==> config.mk <==
export PLATFORM = sky130hd
export DESIGN_NAME = rr_burst_arbiter
export DESIGN_NICKNAME = d
export VERILOG_FILES = /design/src/rtl/arb_pkg.sv /design/src/rtl/rr_pick.sv /design/src/rtl/rr_burst_arbiter.sv
export SDC_FILE = /design/constraint.sdc
export NUM_CORES = 1
export LEC_CHECK = 0
export CELL_PAD_IN_SITES_DETAIL_PLACEMENT = 0
export CELL_PAD_IN_SITES_GLOBAL_PLACEMENT = 1
export CORE_MARGIN = 5
export CORE_UTILIZATION = 52
export CTS_CLUSTER_SIZE = 40
export DETAILED_ROUTE_END_ITERATION = 10
export DONT_BUFFER_PORTS = 1
export PLACE_DENSITY = 0.93
export SLEW_MARGIN = 25
export SYNTH_ARGS = -nofsm -noshare
export SYNTH_HDL_FRONTEND = slang
export SYNTH_SLANG_ARGS = --single-unit
==> constraint.sdc <==
create_clock -name clk -period 4.1 [get_ports clk]
set_input_delay 0.615 -clock clk [delete_from_list [all_inputs] [get_ports clk]]
set_output_delay 0.615 -clock clk [all_outputs]
set_load 0.02 [all_outputs]
==> src/rtl/arb_pkg.sv <==
// ============================================================================
// Module  : arb_pkg
// Brief   : Shared types and helpers for the round-robin burst arbiter.
// Revision: 1.0
// ============================================================================
`default_nettype none

package arb_pkg;

  typedef enum logic {IDLE, OWN} arb_state_t;

  // Widest requester vector the index encoder accepts.
  localparam int unsigned ARB_MAX_N = 256;

  function automatic int unsigned onehot_to_idx(input logic [ARB_MAX_N-1:0] oh);
    int unsigned r;
    r = 0;
    for (int unsigned i = 0; i < ARB_MAX_N; i++) begin
      if (oh[i]) r = r | i;
    end
    return r;
  endfunction

endpackage

`default_nettype wire

==> src/rtl/rr_pick.sv <==
// ============================================================================
// Module  : rr_pick
// Brief   : Circular first-set-bit search starting at ptr, via double-width
//           rotate, lowest-bit isolate and rotate back.
// Revision: 1.0
// ============================================================================
`default_nettype none

module rr_pick
  import arb_pkg::*;
#(
  parameter int N   = 8,
  parameter int IDW = 3
) (
  input  logic [N-1:0]   vec,
  input  logic [IDW-1:0] ptr,
  output logic [N-1:0]   onehot,
  output logic [IDW-1:0] idx,
  output logic           any
);

  logic [N-1:0]           rot;
  logic [N-1:0]           rot_win;
  logic [ARB_MAX_N-1:0]   ext;

  always_comb begin
    rot     = N'({vec, vec} >> ptr);
    rot_win = rot & (~rot + N'(1));
    onehot  = N'(({rot_win, rot_win} << ptr) >> N);
    ext     = '0;
    ext[N-1:0] = onehot;
    idx     = IDW'(onehot_to_idx(ext));
  end

  assign any = |vec;

endmodule

`default_nettype wire

==> src/rtl/rr_burst_arbiter.sv <==
// ============================================================================
// Module  : rr_burst_arbiter
// Brief   : Round-robin arbiter with burst grant locking and bubble-free
//           handover. Optional macro ARB_TIMEOUT_EN adds a beat limit.
// Revision: 1.0
// ============================================================================
`default_nettype none

module rr_burst_arbiter
  import arb_pkg::*;
#(
  parameter  int N         = 8,
  parameter  int MAX_BEATS = 16,
  localparam int IDW       = (N > 1) ? $clog2(N) : 1
) (
  input  logic           clk,
  input  logic           reset,
  input  logic [N-1:0]   req,
  input  logic [N-1:0]   req_last,
  input  logic           ack,
  output logic [N-1:0]   gnt,
  output logic [IDW-1:0] gnt_id,
  output logic           busy
`ifdef ARB_TIMEOUT_EN
  ,
  output logic           timeout
`endif
);

  localparam int unsigned W1 = IDW + 1;

  if (N < 1 || MAX_BEATS < 1) begin : g_param_check
    $error("rr_burst_arbiter: N and MAX_BEATS must be >= 1");
  end

  arb_state_t     state;
  logic [IDW-1:0] ptr;
  logic [IDW-1:0] ptr_nx;
  logic [IDW:0]   inc;
  logic [N-1:0]   pick_vec;
  logic [N-1:0]   pick_oh;
  logic [IDW-1:0] pick_ptr;
  logic [IDW-1:0] pick_idx;
  logic           pick_any;
  logic           own_req;
  logic           own_last;
  logic           beat;
  logic           rel;
  logic           force_rel;

`ifdef ARB_TIMEOUT_EN
  localparam int CW = $clog2(MAX_BEATS + 1);
  logic [CW-1:0] beat_cnt;
`endif

  always_comb begin
    own_req   = req[gnt_id];
    own_last  = req_last[gnt_id];
    beat      = ack & own_req;
    force_rel = 1'b0;
`ifdef ARB_TIMEOUT_EN
    force_rel = beat & ~own_last & (beat_cnt == CW'(MAX_BEATS - 1));
`endif
    rel    = (beat & own_last) | ~own_req | force_rel;
    inc    = {1'b0, gnt_id} + W1'(1);
    ptr_nx = (inc >= W1'(N)) ? '0 : inc[IDW-1:0];
    // While owning, the search runs as if the release already happened.
    if (state == OWN) begin
      pick_vec = req & ~gnt;
      pick_ptr = ptr_nx;
    end else begin
      pick_vec = req;
      pick_ptr = ptr;
    end
  end

  rr_pick #(.N(N), .IDW(IDW)) u_pick (
    .vec    (pick_vec),
    .ptr    (pick_ptr),
    .onehot (pick_oh),
    .idx    (pick_idx),
    .any    (pick_any)
  );

  always_ff @(posedge clk) begin
    if (reset) begin
      state  <= IDLE;
      gnt    <= '0;
      gnt_id <= '0;
      busy   <= 1'b0;
      ptr    <= '0;
`ifdef ARB_TIMEOUT_EN
      beat_cnt <= '0;
      timeout  <= 1'b0;
`endif
    end else begin
`ifdef ARB_TIMEOUT_EN
      timeout <= 1'b0;
`endif
      case (state)
        IDLE: begin
          if (pick_any) begin
            state  <= OWN;
            gnt    <= pick_oh;
            gnt_id <= pick_idx;
            busy   <= 1'b1;
          end
        end
        OWN: begin
`ifdef ARB_TIMEOUT_EN
          if (beat && beat_cnt != CW'(MAX_BEATS)) beat_cnt <= beat_cnt + CW'(1);
`endif
          if (rel) begin
            ptr <= ptr_nx;
`ifdef ARB_TIMEOUT_EN
            beat_cnt <= '0;
            timeout  <= force_rel;
`endif
            if (pick_any) begin
              gnt    <= pick_oh;
              gnt_id <= pick_idx;
            end else begin
              state  <= IDLE;
              gnt    <= '0;
              gnt_id <= '0;
              busy   <= 1'b0;
            end
          end
        end
        default: state <= IDLE;
      endcase
    end
  end

endmodule

`default_nettype wire

==> run_results.csv <==
group,metric,value,unit
final_layout,n_antenna_cell,0,
place,place.detailed.hpwl,5.41,mm
setup_path,cpMostUsedCell,"buf_4",
power_and_ir_drop,p_int,0.000713,W
clock_tree,numCtsBuffers,3,
routing,wl_per_cell,21.4,um
clock_tree,root_buffer,"clkbuf_8",
logic_synthesis,syn_avg_cell_area,7.99,um^2
power_and_ir_drop,share_comb_of_total_power,70.4,%
logic_synthesis,synth_area_leaders,"dfxtp_1, nand2_1, mux4_2",
setup_path,crit_path_end_kind,"flop",
timing,rsz0062_at_grt,"false",
logic_synthesis,synth_seq_area_share,14.1,%
timing,hold_violations,0,
power_and_ir_drop,leakagePower,0.776,nW
logic_synthesis,synth-edff-count,0,
place,dpl_cell_area,2260,um^2
logic_synthesis,synth_common_cells,"nand2_1, nor2_1, a21oi_1",
logic_synthesis,ys_types,79,
floorplanning,die_width,76.1,um
final_layout,final_nets,297,
clock_tree,path_clk_slew,0.06,ns
logic_synthesis,synthArstFlopShare,0,%
logic_synthesis,netlist_area,2270,um^2
min_path,hold_path.class,"primary input to flop",
power_and_ir_drop,p_seq_share,20.4,%
power_and_ir_drop,switchingPower,0.000819,W
global_routing,grt_use_total,23.1,%
floorplanning,rows,24,
setup_path,critPathKind,"flop to flop",
power_and_ir_drop,power_density,663,nW/um^2
routing,drt_wl_total,7.01,mm
logic_synthesis,synthCells,284,
timing,finalSetupViolations,0,
floorplanning,ioPinCount,31,
setup_path,critical-path-max-stage-delay,0.71,ns
place,place.gp.congestion,1.03,
floorplanning,die_y,76.1,um
clock_tree,max-clock-path-buffers,2,
logic_synthesis,ys_ff_latch,16,
flow_run,max-cap-violations,0,
logic_synthesis,synth-main-ff-cell,"dfxtp_1",
clock_tree,cts_tree,"yes",
clock_tree,post_cts_buffers,0,
logic_synthesis,yosys.area.top_type_share,14.1,%
setup_path,crit_fanout,23,
clock_tree,cts.sinks,16,
timing,fin_setup_tns,0,ns
setup_path,cp_slowest_cell,"dfxtp_1",
logic_synthesis,yosys_warnings,0,
routing,drt_iter0_drc,273,
power_and_ir_drop,pwr-share-clk,9.2,%
logic_synthesis,synth_top_area_cell,"dfxtp_1",
global_routing,grt_max_degree,28,
timing,finalMaxSlewViolations,0,
timing,worst_pin_slew,0.648,ns
floorplanning,core_area,4290,um^2
clock_tree,cts_resized,0,
final_layout,postLayoutCellArea,2310,um^2
timing,fin_crit_sh,79.7,%
clock_tree,h-tree-depth,1,
timing,period_minus_slack,3.27,ns
timing,clock_skew,0.00302,ns
routing,first_pass_iters,5,
power_and_ir_drop,p_sw_share,53.4,%
timing,relSlewSlack,56.6,%
setup_path,crit_chain,"buf_4 -> and2b_4 -> a31oi_2 -> buf_4 -> mux4_2 -> nor3_2 -> nand2_1 -> o211ai_2 -> mux2i_1 -> a31oi_1",
routing,vias,2317,
floorplanning,die_area,5780,um^2
setup_path,required,4.28,ns
setup_path,crit_path_start_kind,"flop",
routing,postRouteAntennaNets,0,
routing,drc_errors,0,
setup_path,critPathArrivalTime,3.44,ns
logic_synthesis,synth.most_common_cell,"nand2_1",
final_layout,final_layout_size_suffix_gt1_share,23.2,%
global_routing,grt_pass1_wl,11.1,mm
power_and_ir_drop,ir_worst_vdd,0.388,mV
clock_tree,insertion_delay,0.25,ns
global_routing,overflow,0,
floorplanning,start_util,52.8,%
final_layout,area_delta_synth_final,1.88,%
place,portBuffers,0,
clock_tree,cts_hold_buf,0,
final_layout,fill_cells,435,
global_routing,antenna_found_initial,0,
logic_synthesis,synth_fp_nets,304,
global_routing,grt_pass1_vias,2135,
routing,via_per_inst,7.06,
timing,clock.fmax,306,MHz
run_status,outcome,"finished, final reports clean",
power by group through the flow:
stage / combinational [W] / clock (W) / sequential [W]
after detailed placement: 0.00105 / 0 / 0.000314
after global placement: 0.00104 / 0 / 0.000313
final: 0.00108 / 0.000141 / 0.000313
after global routing: 0.00117 / 0.000152 / 0.000320
after CTS: 0.00106 / 0.000147 / 0.000311
after floorplan: 0.000881 / 0 / 0.000284
through the flow:
stage	worst slack (ns)	utilization, %	hold WS [ns]	std cells	power, W
after global placement	0.942	52.5	0.458	324	0.00136
after global routing	0.577	53.8	0.412	328	0.00164
after CTS	0.867	53.8	0.415	328	0.00152
final	0.833	53.8	0.422	328	0.00153
after floorplan	1.51	-	0.432	284	0.00116
after detailed placement	0.896	52.5	0.457	324	0.00137
critical path, delay by kind of cell (launching register included):
| kind | cells | cell delay (ns) |
|---|---|---|
| simple gates | 3 | 0.62 |
| mux | 2 | 0.65 |
| compound gates | 3 | 0.53 |
| buf+inv | 2 | 0.66 |
| flops | 1 | 0.71 |
state kept, by name, indices dropped and copies added (netlist names):
| name | count |
|---|---|
| busy | 1 |
| gnt | 8 |
| gnt_id | 3 |
| ptr | 3 |
| state | 1 |
final cells by class:
class                      count  area, um^2  area share [%]
clock buffer                   4        55.1            2.38
tap                           52        65.1            2.82
inverter                       2        7.51           0.325
sequential                    16         320            13.9
timing repair buffer           6        45.0            1.95
multi-input combinational    248        1820            78.7
cell usage in the layout, fill, tap and decap left out, drive strengths merged, types with 3 or more instances in the layout:
cell | synthesis | layout
mux2i | 7 | 7
nor3 | 7 | 7
and2 | 3 | 3
a2111oi | 4 | 4
a31oi | 7 | 7
a21bo | 3 | 3
a22oi | 4 | 4
o22ai | 4 | 4
and3b | 3 | 3
o21a | 4 | 4
a32o | 4 | 4
nand2b | 5 | 5
or3 | 3 | 3
o211ai | 4 | 4
nand2 | 32 | 32
a21boi | 10 | 10
a21oi | 18 | 18
buf | 15 | 6
clkbuf | 3 | 4
nor2b | 4 | 4
dfxtp | 16 | 16
mux2 | 4 | 4
a211oi | 7 | 7
nor2 | 30 | 30
nor3b | 3 | 3
nand3 | 12 | 12
o21ai | 24 | 24
a32oi | 6 | 6
mux4 | 5 | 5
a221oi | 3 | 3
o31ai | 3 | 3
path summary, 6_finish.rpt:
| kind | endpoint | slack, ns | from | cells after the start |
|---|---|---|---|---|
| max | gnt_id[2] | 0.83 | state | 10 |
| min | ptr[0] | 0.42 | reset | 1 |
| max reg2reg | gnt_id[2] | 0.83 | state | 10 |
| min reg2reg | ptr[1] | 0.48 | ptr[1] | 2 |
metal layers:
metal | share of wire, % | global-route usage (%) | wire (um)
met5 | 0 | 0 | 0
met4 | 1.4 | 5.24 | 96
met3 | 11 | 6.97 | 757
met2 | 45 | 34.5 | 3140
met1 | 43 | 32.7 | 3020
logic make-up after synthesis:
kind of cell	after synthesis	synth area share, %
AO/OA/AOI/OAI	118	41.9
adder cells (fa/ha/maj)	1	0.551
buffers and inverters	20	5.90
flip-flops	16	14.1
multiplexers	16	10.2
AND/OR/NAND/NOR	113	27.4
No activity file was read; power rests on OpenSTA's default activity.
